--- src/rtl/vpu_pkg.sv ---
`default_nettype none
// vpu_pkg: shared VPU instruction format, opcode constants and dispatcher state encoding.
// Rev 1.0
package vpu_pkg;

  typedef struct packed {
    logic [7:0] rsvd;
    logic [4:0] addr_const;
    logic [4:0] addr_c;
    logic [4:0] addr_b;
    logic [4:0] addr_a;
    logic [3:0] opcode;
  } inst_t;

  localparam logic [3:0] OP_NOP = 4'd0;

  typedef enum logic [1:0] {
    ST_IDLE  = 2'd0,
    ST_ISSUE = 2'd1,
    ST_WAIT  = 2'd2
  } disp_state_t;

endpackage
`default_nettype wire

--- src/rtl/vpu_inst_fifo.sv ---
`default_nettype none
// vpu_inst_fifo: synchronous FIFO with wrap-bit pointers and single-cycle flush.
// Rev 1.0
module vpu_inst_fifo #(
  parameter int DEPTH = 8,
  parameter int WIDTH = 32
) (
  input  logic                     clk,
  input  logic                     rst,
  input  logic                     push,
  input  logic                     pop,
  input  logic                     flush,
  input  logic [WIDTH-1:0]         wdata,
  output logic [WIDTH-1:0]         rdata,
  output logic                     full,
  output logic                     empty,
  output logic [$clog2(DEPTH):0]   count
);

  localparam int AW = $clog2(DEPTH);
  localparam int PW = AW + 1;

  logic [WIDTH-1:0] mem [DEPTH];
  logic [PW-1:0]    wr_ptr;
  logic [PW-1:0]    rd_ptr;
  logic             do_push;
  logic             do_pop;

  assign full    = (wr_ptr[AW] != rd_ptr[AW]) && (wr_ptr[AW-1:0] == rd_ptr[AW-1:0]);
  assign empty   = (wr_ptr == rd_ptr);
  assign count   = wr_ptr - rd_ptr;
  assign rdata   = mem[rd_ptr[AW-1:0]];
  // Flush wins over both operations so the queue is truly empty afterwards.
  assign do_push = push && !full && !flush;
  assign do_pop  = pop && !empty && !flush;

  always_ff @(posedge clk) begin
    if (rst || flush) begin
      wr_ptr <= '0;
      rd_ptr <= '0;
    end else begin
      if (do_push) wr_ptr <= wr_ptr + PW'(1);
      if (do_pop)  rd_ptr <= rd_ptr + PW'(1);
    end
  end

  always_ff @(posedge clk) begin
    if (do_push && !rst) mem[wr_ptr[AW-1:0]] <= wdata;
  end

endmodule
`default_nettype wire

--- src/rtl/vpu_inst_dispatch.sv ---
`default_nettype none
// vpu_inst_dispatch: queues host instructions, issues them to the VPU one at a time, retires NOPs locally.
// Optional watchdog: define VPU_DISPATCH_TIMEOUT_EN. Rev 1.0
module vpu_inst_dispatch
  import vpu_pkg::*;
#(
  parameter int DEPTH       = 8,
  parameter int OP_W        = 4,
  parameter int CNT_W       = 16,
  parameter int TIMEOUT_CYC = 1024
) (
  input  logic                   clk,
  input  logic                   rst,
  input  logic                   in_valid,
  output logic                   in_ready,
  input  logic [31:0]            in_inst,
  input  logic                   flush,
  output logic [31:0]            vpu_inst,
  output logic                   vpu_start,
  output logic                   vpu_busy,
  input  logic                   vpu_done,
`ifdef VPU_DISPATCH_TIMEOUT_EN
  output logic                   err_timeout,
`endif
  output logic [$clog2(DEPTH):0] fifo_count,
  output logic [CNT_W-1:0]       retired_cnt
);

  disp_state_t state;
  disp_state_t state_nxt;
  inst_t       inst_reg;
  logic [31:0] head;
  logic        fifo_full;
  logic        fifo_empty;
  logic        push;
  logic        pop;
  logic        load;
  logic        retire;
  logic        wd_expired;

  assign in_ready  = !fifo_full && !flush;
  assign push      = in_valid && in_ready;
  assign vpu_start = (state == ST_ISSUE);
  assign vpu_busy  = (state != ST_IDLE);
  assign vpu_inst  = inst_reg;

  vpu_inst_fifo #(
    .DEPTH (DEPTH),
    .WIDTH (32)
  ) u_fifo (
    .clk   (clk),
    .rst   (rst),
    .push  (push),
    .pop   (pop),
    .flush (flush),
    .wdata (in_inst),
    .rdata (head),
    .full  (fifo_full),
    .empty (fifo_empty),
    .count (fifo_count)
  );

  always_comb begin
    state_nxt = state;
    pop       = 1'b0;
    load      = 1'b0;
    retire    = 1'b0;
    unique case (state)
      ST_IDLE: begin
        if (!fifo_empty && !flush) begin
          pop = 1'b1;
          if (head[OP_W-1:0] == OP_W'(OP_NOP)) begin
            retire = 1'b1;
          end else begin
            load      = 1'b1;
            state_nxt = ST_ISSUE;
          end
        end
      end
      ST_ISSUE: state_nxt = ST_WAIT;
      ST_WAIT: begin
        // A done arriving on the watchdog's last cycle still counts as a retirement.
        if (vpu_done) begin
          retire    = 1'b1;
          state_nxt = ST_IDLE;
        end else if (wd_expired) begin
          state_nxt = ST_IDLE;
        end
      end
      default: state_nxt = ST_IDLE;
    endcase
  end

  always_ff @(posedge clk) begin
    if (rst) begin
      state       <= ST_IDLE;
      inst_reg    <= '0;
      retired_cnt <= '0;
    end else begin
      state <= state_nxt;
      if (load)   inst_reg    <= inst_t'(head);
      if (retire) retired_cnt <= retired_cnt + CNT_W'(1);
    end
  end

`ifdef VPU_DISPATCH_TIMEOUT_EN
  localparam int WD_W = $clog2(TIMEOUT_CYC + 1);
  logic [WD_W-1:0] wd_cnt;

  assign wd_expired = (wd_cnt == WD_W'(TIMEOUT_CYC - 1));

  always_ff @(posedge clk) begin
    if (rst) begin
      wd_cnt      <= '0;
      err_timeout <= 1'b0;
    end else begin
      wd_cnt <= (state == ST_WAIT) ? wd_cnt + WD_W'(1) : '0;
      if (state == ST_WAIT && !vpu_done && wd_expired) err_timeout <= 1'b1;
    end
  end
`else
  assign wd_expired = 1'b0;
`endif

endmodule
`default_nettype wire

--- config.mk ---
export PLATFORM = sky130hd
export DESIGN_NAME = vpu_inst_dispatch
export DESIGN_NICKNAME = d
export VERILOG_FILES = /design/src/rtl/vpu_pkg.sv /design/src/rtl/vpu_inst_fifo.sv /design/src/rtl/vpu_inst_dispatch.sv
export SDC_FILE = /design/constraint.sdc
export NUM_CORES = 1
export LEC_CHECK = 0
export ABC_AREA = 1
export CORE_AREA = 3 3 184 186
export DETAILED_ROUTE_END_ITERATION = 8
export DIE_AREA = 0 0 187 189
export GPL_TIMING_DRIVEN = 0
export SLEW_MARGIN = 15
export SYNTH_ARGS = -nofsm -noshare
export SYNTH_HDL_FRONTEND = slang
export SYNTH_HIERARCHICAL = 1
export SYNTH_SLANG_ARGS = --single-unit
export TNS_END_PERCENT = 20
--- constraint.sdc ---
create_clock -name clk -period 7.5 [get_ports clk]
set_input_delay 0.75 -clock clk [delete_from_list [all_inputs] [get_ports clk]]
set_output_delay 0.75 -clock clk [all_outputs]
set_load 0.02 [all_outputs]
# Word level (Yosys, flattened, before mapping)
# Memory sizes are Yosys's and may differ from the RTL's. A register that Yosys moved wholly into a read port is not among the register bits.
# Cells that the tools add are included.
totals:
  reg_bits: 58
  ram_bits: 256
  input_bits: 37
  out_inout_bits: 55
  n_memories: 1
mem_list:
  columns: ["name", "depth", "width", "rd", "rd_ports_with_merged_regs", "wr", "line_no", "text"]
  rows:
  - ["u_fifo.mem", 8, 32, 1, 1, 1, "vpu_inst_fifo.sv:23", "logic [WIDTH-1:0] mem [DEPTH];"]
op_classes:
  n_addsub: 4
  n_eq_ne: 8
  n_mux: 17
  n_reduce_logical: 18
ops:
  columns: ["operator", "count"]
  rows:
  - ["16-bit by 1-bit adder with 16-bit output (second input constant)", 1]
  - ["1-bit 2-to-1 mux", 10]
  - ["1-bit logical AND", 9]
  - ["4-bit by 1-bit adder with 4-bit output (second input constant)", 2]
  - ["2-bit 2-to-1 mux", 3]
  - ["3-bit 2-to-1 mux", 2]
  - ["2-bit != test (second input constant)", 3]
  - ["2-bit case mux with 3 select lines", 1]
  - ["4-bit == test", 1]
  - ["1-bit logical NOT", 4]
  - ["4-bit logical NOT", 1]
  - ["4-bit subtractor", 1]
  - ["3-bit == test", 1]
  - ["3-bit AND reduction", 1]
  - ["2-bit by 1-bit == test with 1-bit output (second input constant)", 1]
  - ["2-bit == test (second input constant)", 1]
  - ["2-bit logical NOT", 1]
  - ["1-bit case mux with 2 select lines", 1]
  - ["2-bit nonzero test", 1]
  - ["1-bit logical OR", 1]
  - ["1-bit != test", 1]

# Longest topological paths before layout
# Gate-level depths: netlist of the first run.
logic_depth:
  word_depth: 10
  mapped_depth: 15
  mapped_depth_nobuf: 14

# Hierarchy
# The synthesis of the first run kept the hierarchy.
modules_own_cells:
  columns: ["mod", "n_inst", "cells_each", "area_per_inst_um2", "seq_area_each_um2"]
  rows:
  - ["vpu_inst_fifo", 1, 888, 10712.8, 7907.6]
  - ["vpu_inst_dispatch", 1, 294, 2124.5, 1001.0]

# Worst setup path before layout of the first run
# OpenSTA, ideal clock, no wires.
synth_path:
  path_type: "register -> register"
  startpoint: "reg u_fifo.wr_ptr[0]"
  endpoint: "mem u_fifo.mem[1][0], enable pin"
  arrival_time_ps: 3991
  t_required_ps: 7039
  path_slack_ps: 3048
  stages_incl_launch_ff: 12
  synth_period_minus_slack_ps: 4452
  cell_sequence: "dfxtp_1 > inv_1 > ha_1 > inv_1 > nor2_1 > nand2_2 > inv_1 > nor3b_1 > inv_1 > nor2_1 > nand2_2 > nor3_1"
synth_via:
  elab_chain_len: 10
synth_lines:
  columns: ["element", "line_no", "text"]
  rows:
  - ["start, declared", "vpu_inst_fifo.sv:24", "logic [PW-1:0] wr_ptr;"]
  - ["start signal, assigned", "vpu_inst_fifo.sv:42", "if (do_push) wr_ptr <= wr_ptr + PW'(1);"]
  - ["3-bit == test", "vpu_inst_fifo.sv:29", "assign full = (wr_ptr[AW] != rd_ptr[AW]) && (wr_ptr[AW-1:0] == rd_ptr[AW-1:0]);"]
  - ["1-bit logical AND", "vpu_inst_fifo.sv:29", null]
  - ["named net fifo_full", "vpu_inst_dispatch.sv:33", "logic fifo_full;"]
  - ["1-bit logical NOT", "vpu_inst_dispatch.sv:41", "assign in_ready = !fifo_full && !flush;"]
  - ["1-bit logical AND", "vpu_inst_dispatch.sv:41", null]
  - ["1-bit logical AND", "vpu_inst_dispatch.sv:42", "assign push = in_valid && in_ready;"]
  - ["named net push", "vpu_inst_dispatch.sv:35", "logic push;"]
  - ["1-bit logical AND (2 in a row)", "vpu_inst_fifo.sv:34", "assign do_push = push && !full && !flush;"]
  - ["1-bit logical AND", "vpu_inst_fifo.sv:48", "if (do_push && !rst) mem[wr_ptr[AW-1:0]] <= wdata;"]
  - ["1-bit 2-to-1 mux", "vpu_inst_fifo.sv:48", null]
  - ["1-bit 2-to-1 mux (not written as such)", "vpu_inst_fifo.sv:48", null]
  - ["end, declared", "vpu_inst_fifo.sv:23", null]
# The timed path passes the listed nets, and every way through them passes these cells.

# Worst setup path in the final report of the first run
layout_path:
  startpoint: "reg u_fifo.wr_ptr[0]"
  endpoint: "mem u_fifo.mem[6][26], enable pin"
# The elaborated chain is that of the path after synthesis.

==> impl_metrics.py, run 1 <==
metrics = {
    "floorplanning": {
        "start_util_pct": 39.6,
        "dieArea_um2": 35300,
        "die_h_um": 189,
        "chipWidth_um": 187,
        "coreArea_um2": 32500,
        "io_pins": 92,
        "rows": 66,
    },
    "routing": {
        "vias_per_cell": 4.95,
        "initialDrtViolationCount": 591,
        "postRouteAntennaNets": 0,
        "wl_per_cell_um": 17.6,
        "drc_errors": 0,
        "drt-total-wl_um": 31700,
        "dr.pass1.iters": 5,
        "via_count": 8893,
    },
    "sta": {
        "setup_viol": 0,
        "tightest_slew_ps": 811,
        "hold_viol_final": 0,
        "min_period_ps": 3510,
        "maxSlewViolCount": 0,
        "fin_setup_tns_ps": 0,
        "slew_headroom_pct": 45.8,
        "fin_skew_ps": 15.9,
        "period_share_pct": 46.8,
        "rsz0062_at_grt": "false",
        "clock.fmax_ghz": 0.285,
    },
    "cts": {
        "clockBufferDepth": 3,
        "hold_buffers": 0,
        "clkTransAtPathRegs_ps": 60,
        "post_cts_resized": 0,
        "cts_buffers": 35,
        "clk_latency_ps": 500,
        "cts-root-buf": "clkbuf_16",
        "clkSinkCount": 317,
        "h-tree-depth": 2,
        "post_cts_buffers": 0,
        "cts_tree": "done",
    },
    "yosys": {
        "synth_nets": 1226,
        "syn_area_um2": 12800,
        "yosysSeqAreaShare_pct": 69.4,
        "synth_cell_types": 32,
        "ys_ff_latch": 317,
        "syn_avg_cell_area_um2": 10.9,
        "syn-instance-count": 1182,
        "yosys_warnings": 6,
    },
    "pwr": {
        "sw_frac_of_total_pct": 19.4,
        "cellLeakagePower_nw": 5.48,
        "clkPwrFrac_pct": 44.5,
        "internal_power_w": 0.00289,
        "power_frac_seq_pct": 53.2,
        "p_sw_w": 0.000696,
        "vdd_ir_drop_max_v": 0.000143,
        "total_power_w": 0.00358,
        "p_comb_share_pct": 2.3,
        "power_density_nw_per_um2": 229,
    },
    "critical_path": {
        "crit_chain": "inv_1 > ha_1 > inv_1 > nor2_1 > nand2_2 > inv_1 > nor3b_1 > inv_1 > nor2_1 > nand3_1 > nor2_4 > buf_16",
        "r2r-start": "u_fifo/wr_ptr[0]",
        "cp_num_buf_inv": 5,
        "cp_max_fo": 20,
        "start_kind": "flip-flop",
        "endpoint_kind": "flip-flop",
        "path_class": "reg -> reg",
        "rr_endpoint": "u_fifo/mem[6][26]",
        "reg2reg_depth": 12,
        "critPathArrivalTime_ps": 3720,
        "crit_required_ps": 7710,
        "worst_path_most_repeated_cell": "inv_1",
        "cp_slowest_cell": "nor2_4",
        "critPathTopFamily": "simple AND/OR/NAND/NOR gates",
        "slowest_delay_ps": 760,
        "r2r_setup_slack_ps": 3990,
    },
    "placed_design": {
        "place_congestion": 0.806,
        "io_buffers": 91,
        "hpwl_um": 21300,
    },
    "final_layout": {
        "syn2layout_area_growth_pct": 22.0,
        "final_nets": 1374,
        "seqCellArea_um2": 8910,
        "multiInputGateArea_um2": 3460,
        "nFillCells": 2915,
        "n_antenna_cell": 0,
        "drive_gt1_share_pct": 9.37,
    },
    "hold_path": {
        "hp-start": "vpu_inst[19]",
        "whs_endpoint": "vpu_inst[19]",
        "hp-class": "reg -> reg",
        "min_path_cells": 2,
    },
    "global_routing": {
        "grt_max_degree": 23,
        "grt_overflow": 0,
        "first_global_vias": 8480,
        "grt_pass1_wl_um": 48400,
        "antenna_found_initial": 0,
        "globalRouteTotalUtil_pct": 17.6,
    },
    "run_status": {
        "status": "completed",
    },
    "flow_run": {
        "drv_cap": 0,
    },
}
## synthesized netlist by cell type
cell	instances	share of area, %
a21oi_2	5	0.34
nor3b_1	1	0.059
inv_4	2	0.097
nand4_1	3	0.15
nor3_1	5	0.19
fa_1	1	0.16
inv_1	35	1.0
o21ai_0	160	6.2
nand3b_1	1	0.059
clkbuf_1	23	0.67
nor2_2	4	0.19
clkbuf_2	7	0.27
o21ai_1	65	2.5
nand2_1	168	4.9
o21ai_4	1	0.13
a21oi_1	21	0.82
buf_2	13	0.51
buf_1	2	0.059
buf_6	10	0.88
nand2_2	3	0.15
ha_1	6	0.58
o21a_1	1	0.059
edfxtp_1	256	60
buf_8	1	0.12
buf_4	5	0.29
nand2_4	1	0.088
dfxtp_1	61	9.5
nor2_1	288	8.4
xnor2_1	1	0.068
buf_12	1	0.16
nand3_1	25	0.97
xor2_1	6	0.41
## worst reg2reg max path, delay by kind of cell, from the launching register on
family,cells,cell delay (ps)
and+or+nand+nor,6,1860
buffers and inverters,5,630
DFF,1,400
adders and majority gates,1,320
## kinds of logic (layout without fill, tap and decap cells)
group / after synthesis / after routing / share of synthesized area (%)
compound gates: 253 / 253 / 10.1
flops: 317 / 317 / 69.4
xor+xnor: 7 / 7 / 0.478
simple gates: 499 / 499 / 15.2
fa+ha+maj: 7 / 7 / 0.741
buf+inv: 99 / 273 / 4.07
## power groups by stage
stage	Combinational (W)	Clock [W]	Sequential, W
2_1_floorplan	0.0000242	0	0.00195
3_3_place_gp	0.0000806	0	0.00195
3_5_place_dp	0.0000837	0	0.00194
4_1_cts	0.0000839	0.00163	0.00191
5_1_grt	0.0000920	0.00172	0.00191
6_report	0.0000828	0.00159	0.00191
## registers in the layout, summed over array words and instances, names as in the netlist, named ones only
name and count:
retired_cnt 16, u_fifo/wr_ptr 4, u_fifo/rd_ptr 4, vpu_inst 32, state 2, u_fifo/mem 256
## cell usage in the layout (no fill, tap or decap), types with 2 or more instances in the layout
cell type,count
nand2_2,3
nand4_1,3
nor2_1,284
nor2_2,4
clkdlybuf4s50_1,91
dfxtp_1,61
buf_12,2
nor3_2,4
nand3_1,25
clkbuf_16,37
buf_16,3
clkbuf_8,5
o21ai_0,160
inv_1,35
clkinv_1,5
buf_1,2
o21ai_1,65
inv_4,2
a21oi_1,21
nor2_4,4
clkinv_2,3
buf_4,18
xor2_1,6
buf_6,13
ha_1,6
nand2_1,168
clkbuf_2,7
edfxtp_1,256
clkbuf_1,35
a21oi_2,5
buf_2,13
## cell type report
class | instances | share of cell area, %
Clock inverter | 9 | 0.264
Multi-Input combinational cell | 766 | 22.1
Buffer | 62 | 2.42
Inverter | 37 | 0.918
Timing Repair Buffer | 111 | 7.31
Tap cell | 442 | 3.53
Clock buffer | 54 | 6.64
Sequential cell | 317 | 56.9
## stage by stage
step | instances | util [%] | setup slack, ps | hold WS [ps] | cell area [µm²]
global placement | 1715 | 44.1 | 535 | 466 | 14300
floorplan | 1182 | - | 3050 | 483 | 12800
finish | 1798 | 48.3 | 3990 | 480 | 15700
global route | 1798 | 48.3 | 3730 | 503 | 15700
detailed placement | 1735 | 44.9 | 3880 | 475 | 14600
CTS | 1798 | 48.3 | 4010 | 487 | 15700
## worst max path at each step
stage	from	to	cells after the start	slack, ps
CTS	u_fifo/wr_ptr[0]	u_fifo/mem[6][2]	12	4010
global route	u_fifo/wr_ptr[0]	u_fifo/mem[6][2]	12	3730
floorplan	u_fifo/wr_ptr[0]	u_fifo/mem[1][0]	11	3050
finish	u_fifo/wr_ptr[0]	u_fifo/mem[6][26]	12	3990
global placement	flush	u_fifo/mem[7][26]	6	530
detailed placement	flush	u_fifo/mem[6][26]	7	3880
## metal layers
metal	track usage (%)	routed length, µm	up-vias	part of all wire, %
met4	5.32	754	0	2.4
met3	3.18	1790	55	5.6
met1	24.0	14200	4218	45
li1	-	-	4353	-
met2	28.8	14900	267	47
met5	0	0	-	0
Power figures use the tool's default switching activity.
==> inputs of run 2 (changes only) <==
==> constraint.sdc (replaced) <==
create_clock -name clk -period 3.3 [get_ports clk]
set_input_delay 0.33 -clock clk [delete_from_list [all_inputs] [get_ports clk]]
set_output_delay 0.33 -clock clk [all_outputs]
set_load 0.02 [all_outputs]
==> run 2 against run 1 <==
Via count is 1.6% higher. Critical path depth stayed put. Cell count is 0.17% higher. Combinational power is 130% higher. Global-route usage is 0.40 points higher. Count of clock-buffer cells in the layout is 4 lower. Largest cell class unchanged. Largest power group unchanged.
==> impl_metrics.py, run 2 (synthesis gave the netlist of run 1 again) <==
metrics = {
    "placed_design": {
        "hpwl_um": 21400,
        "placed_area_um2": 14600,
        "io_buffers": 91,
        "place_congestion": 0.799,
    },
    "final_layout": {
        "layout_commonest_cell": "nor2_1",
        "final_util_pct": 49.0,
        "final_nets": 1377,
        "syn2layout_area_growth_pct": 23.8,
        "drive_gt1_share_pct": 10.2,
        "final_cell_mix": "nor2_1, edfxtp_1, nand2_1, o21ai_0, clkdlybuf4s50_1",
        "largest_reg_flops": 256,
        "nFillCells": 2887,
        "postLayoutCellArea_um2": 15900,
        "n_antenna_cell": 0,
    },
    "sta": {
        "period_share_pct": 93.7,
        "setup_viol": 0,
        "slew_headroom_pct": 49.5,
        "rsz0062_at_grt": "false",
        "maxSlewViolCount": 0,
        "tightest_slew_ps": 758,
        "fin_skew_ps": 13.7,
        "min_period_ps": 3090,
        "clock.fmax_ghz": 0.323,
        "hold_viol_final": 0,
    },
    "floorplanning": {
        "dieArea_um2": 35300,
        "coreArea_um2": 32500,
        "die_h_um": 189,
        "rows": 66,
        "start_util_pct": 39.6,
        "chipWidth_um": 187,
        "io_pins": 92,
    },
    "hold_path": {
        "hp-start": "vpu_inst[1]",
        "hp-class": "reg -> reg",
    },
    "cts": {
        "clockBufferDepth": 3,
        "hold_buffers": 0,
        "cts_buffers": 35,
        "clk_latency_ps": 500,
        "cts-root-buf": "clkbuf_16",
        "clkSinkCount": 317,
        "clkTransAtPathRegs_ps": 60,
        "cts_tree": "done",
        "h-tree-depth": 2,
    },
    "global_routing": {
        "first_global_vias": 8790,
        "grt_pass1_wl_um": 49500,
        "globalRouteTotalUtil_pct": 18.0,
        "grt_overflow": 0,
        "antenna_found_initial": 0,
        "grt_max_degree": 23,
    },
    "pwr": {
        "vdd_ir_drop_max_v": 0.000376,
        "power_density_nw_per_um2": 522,
        "cellLeakagePower_nw": 5.61,
    },
    "routing": {
        "vias_per_cell": 5.02,
        "drt-total-wl_um": 32100,
        "via_count": 9033,
        "dr.pass1.iters": 5,
        "drc_errors": 0,
        "wl_per_cell_um": 17.8,
        "postRouteAntennaNets": 0,
        "initialDrtViolationCount": 766,
    },
    "critical_path": {
        "endpoint_kind": "flip-flop",
        "critPathArrivalTime_ps": 3460,
        "start_kind": "flip-flop",
        "cp_max_fo": 10,
        "crit_required_ps": 3670,
        "path_class": "reg -> reg",
    },
    "run_status": {
        "status": "completed",
    },
    "flow_run": {
        "drv_cap": 0,
    },
}
## run 2: path summary, 6_finish.rpt
path	to	slack [ps]	cells past startpoint
worst min-delay path	vpu_inst[1]	470	2
worst max register to register	vpu_inst[31]	210	12
worst max-delay path	vpu_inst[31]	210	12
worst min register to register	vpu_inst[1]	470	2
## run 2: per-stage QoR
step / TNS (ps) / worst slack [ps] / hold WS (ps) / total power, W / instances
after global routing: 0 / 34.8 / 485 / 0.00857 / 1801
after floorplan: -75930 / -360 / 392 / 0.00448 / 1182
after CTS: -2600 / -110 / 472 / 0.00837 / 1795
after detailed placement: -15560 / -274 / 461 / 0.00461 / 1728
final: 0 / 207 / 471 / 0.00829 / 1801
after global placement: -429530 / -1850 / 466 / 0.00460 / 1715
## run 2: power by group
group / internal [W] / switching, W / total [W]
registers: 0.00433 / 0.00000644 / 0.00434
logic: 0.0000735 / 0.000119 / 0.000192
clock network: 0.00230 / 0.00147 / 0.00377
total: 0.00670 / 0.00159 / 0.00829
## run 2: what timing repair did
action,CTS,global route
setup endpoints to repair,140,138
resized for setup,1,2
pin swaps,2,3
buffers inserted,4,6
## run 2: area by class of cell
type	instances	area, µm²	share of cell area (%)
multi-input cells	766	3490	21.9
well taps	442	553	3.48
repair buffers	114	1290	8.09
plain buffers	62	379	2.39
inverters	37	148	0.929
clock buffers	50	1020	6.39
flip-flops and latches	317	8910	56.0
clock inverters	13	116	0.732
## run 2: worst max-delay path, stage by stage (launching register included)
cell	delay [ps]
dfxtp_1	380
buf_4	230
clkbuf_1	450
o21ai_0	190
o21ai_1	240
nand2_1	80
nand2_1	180
nor2_1	70
nand2_1	180
nand2_4	130
clkbuf_2	250
o21ai_0	480
nor2_1	90
## run 2: per-layer routing
metal | vias to the layer above | share of wire [%] | global-route usage, %
met5 | - | 0 | 0
met4 | 0 | 2.0 | 4.97
met3 | 46 | 5.3 | 3.05
met2 | 266 | 47 | 30.0
met1 | 4359 | 45 | 24.4
li1 | 4362 | - | -
==> inputs of run 3 (changes only) <==
==> constraint.sdc (replaced) <==
create_clock -name clk -period 2.8 [get_ports clk]
set_input_delay 0.28 -clock clk [delete_from_list [all_inputs] [get_ports clk]]
set_output_delay 0.28 -clock clk [all_outputs]
set_load 0.02 [all_outputs]
==> run 3 against run 2 <==
Cell area rose by 0.99%. Via count increased by 0.44%. Clock skew hardly changed. First-iteration DRC count decreased by 21%. Global-route usage grew 0.38 points. Sequential share of layout area decreased by 0.49 points. Setup slack lost 85 ps. Clock power increased by 19%.
==> impl_metrics.py, run 3 (synthesis gave the netlist of run 1 again) <==
metrics = {
    "run_status": {
        "status": "completed",
    },
    "sta": {
        "rsz0062_at_grt": "true",
        "clock.fmax_ghz": 0.373,
        "period_share_pct": 95.6,
        "tightest_slew_ps": 736,
        "hold_viol_final": 0,
        "min_period_ps": 2680,
        "setup_viol": 0,
        "slew_headroom_pct": 50.9,
        "fin_skew_ps": 13.7,
        "maxSlewViolCount": 0,
    },
    "placed_design": {
        "hpwl_um": 20500,
        "place_congestion": 0.800,
        "placed_cells": 1723,
        "io_buffers": 91,
    },
    "final_layout": {
        "final_nets": 1391,
        "nFillCells": 2905,
        "layout_commonest_cell": "nor2_1",
        "syn2layout_area_growth_pct": 25.0,
        "n_antenna_cell": 0,
        "post_layout_nonfiller_instances": 1816,
        "drive_gt1_share_pct": 12.4,
        "final_cell_mix": "nor2_1, edfxtp_1, nand2_1, o21ai_0, clkdlybuf4s50_1",
        "largest_reg_flops": 256,
    },
    "critical_path": {
        "rr_endpoint": "u_fifo/mem[1][19]",
        "path_class": "reg -> reg",
        "start_kind": "flip-flop",
        "endpoint_kind": "flip-flop",
        "slowest_delay_ps": 500,
        "crit_chain": "inv_4 > ha_4 > inv_2 > nor2_2 > nand2_4 > inv_2 > nor3b_2 > inv_1 > nor2_4 > nand2_4 > nor3_4 > buf_8",
        "reg2reg_depth": 12,
        "cp_slowest_cell": "nor3_4",
        "crit_required_ps": 3010,
        "cp_max_fo": 15,
        "r2r_setup_slack_ps": 120,
        "r2r-start": "u_fifo/wr_ptr[0]",
        "critPathArrivalTime_ps": 2890,
    },
    "pwr": {
        "cellLeakagePower_nw": 5.68,
        "p_comb_share_pct": 2.4,
        "power_frac_seq_pct": 52.0,
        "power_density_nw_per_um2": 612,
        "total_power_w": 0.00983,
        "vdd_ir_drop_max_v": 0.000415,
        "internal_power_w": 0.00785,
        "p_sw_w": 0.00198,
        "sw_frac_of_total_pct": 20.1,
        "clkPwrFrac_pct": 45.6,
    },
    "global_routing": {
        "grt_pass1_wl_um": 50100,
        "grt_overflow": 0,
        "antenna_found_initial": 0,
        "grt_max_degree": 17,
        "globalRouteTotalUtil_pct": 18.3,
        "first_global_vias": 8606,
    },
    "cts": {
        "hold_buffers": 0,
        "clkSinkCount": 317,
        "cts_tree": "done",
        "clkTransAtPathRegs_ps": 60,
        "h-tree-depth": 2,
        "cts-root-buf": "clkbuf_16",
        "cts_buffers": 35,
        "clockBufferDepth": 3,
        "clk_latency_ps": 520,
    },
    "routing": {
        "dr.pass1.iters": 5,
        "wl_per_cell_um": 18.0,
        "drc_errors": 0,
        "postRouteAntennaNets": 0,
        "initialDrtViolationCount": 606,
        "vias_per_cell": 5.00,
        "drt-total-wl_um": 32600,
        "via_count": 9073,
    },
    "floorplanning": {
        "rows": 66,
        "start_util_pct": 39.6,
        "chipWidth_um": 187,
        "die_h_um": 189,
        "dieArea_um2": 35300,
        "coreArea_um2": 32500,
        "io_pins": 92,
    },
    "hold_path": {
        "min_path_cells": 2,
        "hp-class": "reg -> reg",
        "whs_endpoint": "vpu_inst[3]",
        "hp-start": "vpu_inst[3]",
    },
    "flow_run": {
        "drv_cap": 0,
    },
}
## run 3: stage by stage
stage | instance area (µm²) | util, % | TNS [ps] | hold WS, ps | worst slack (ps)
final | 16100 | 49.5 | 0 | 477 | 122
after global placement | 14400 | 44.4 | -186370 | 456 | -909
after CTS | 16000 | 49.1 | 0 | 471 | 4.26
after floorplan | 13000 | - | 0 | 342 | 10.2
after global routing | 16100 | 49.5 | -48.0 | 476 | -7.79
after detailed placement | 14500 | 44.8 | -88220 | 461 | -658
## run 3: how the worst max path moves through the flow
stage,start,end,slack (ps)
detailed placement,u_fifo/rd_ptr[1],u_fifo/mem[2][30],-660
global placement,u_fifo/rd_ptr[2],u_fifo/mem[7][26],-910
global route,u_fifo/rd_ptr[1],u_fifo/mem[1][19],-8
floorplan,u_fifo/rd_ptr[2],u_fifo/mem[1][0],10
CTS,u_fifo/wr_ptr[1],u_fifo/mem[7][19],4
finish,u_fifo/wr_ptr[0],u_fifo/mem[1][19],120
## run 3: worst max-delay path, delay by kind of cell, from the launching register on
kind / cells / cell delay (ps)
AND/OR/NAND/NOR: 6 / 1160
buffers and inverters: 5 / 610
flip-flops: 1 / 370
adder cells (fa/ha/maj): 1 / 230
## run 3: repair_timing
action / in CTS / in global routing
cloned: 4 / 0
setup buffers: 16 / 9
endpoints found under the setup margin: 230 / 258
gates resized for setup: 14 / 15
pin swaps: 11 / 2
## run 3: cell type report
type                    instances  area, µm²  area share (%)
plain buffers                  62        390            2.43
clock buffers                  39        921            5.74
clock inverters                25        214            1.33
inverters                      37        146           0.912
multi-input cells             770       3590            22.4
flip-flops and latches        317       8920            55.6
well taps                     442        553            3.45
repair buffers                124       1320            8.22
## run 3: power groups by stage
stage	Sequential [W]	Combinational (W)	Clock, W
CTS	0.00511	0.000236	0.00458
detailed placement	0.00521	0.000226	0
global placement	0.00521	0.000223	0
global route	0.00511	0.000260	0.00478
floorplan	0.00522	0.0000708	0
finish	0.00511	0.000235	0.00449
## run 3: layer usage
layer	vias to the layer above	GRT usage, %	wire length (µm)
li1	4403	-	-
met1	4292	25.4	14500
met2	327	29.6	14900
met3	51	3.48	2310
met4	0	5.52	873
met5	-	0	0
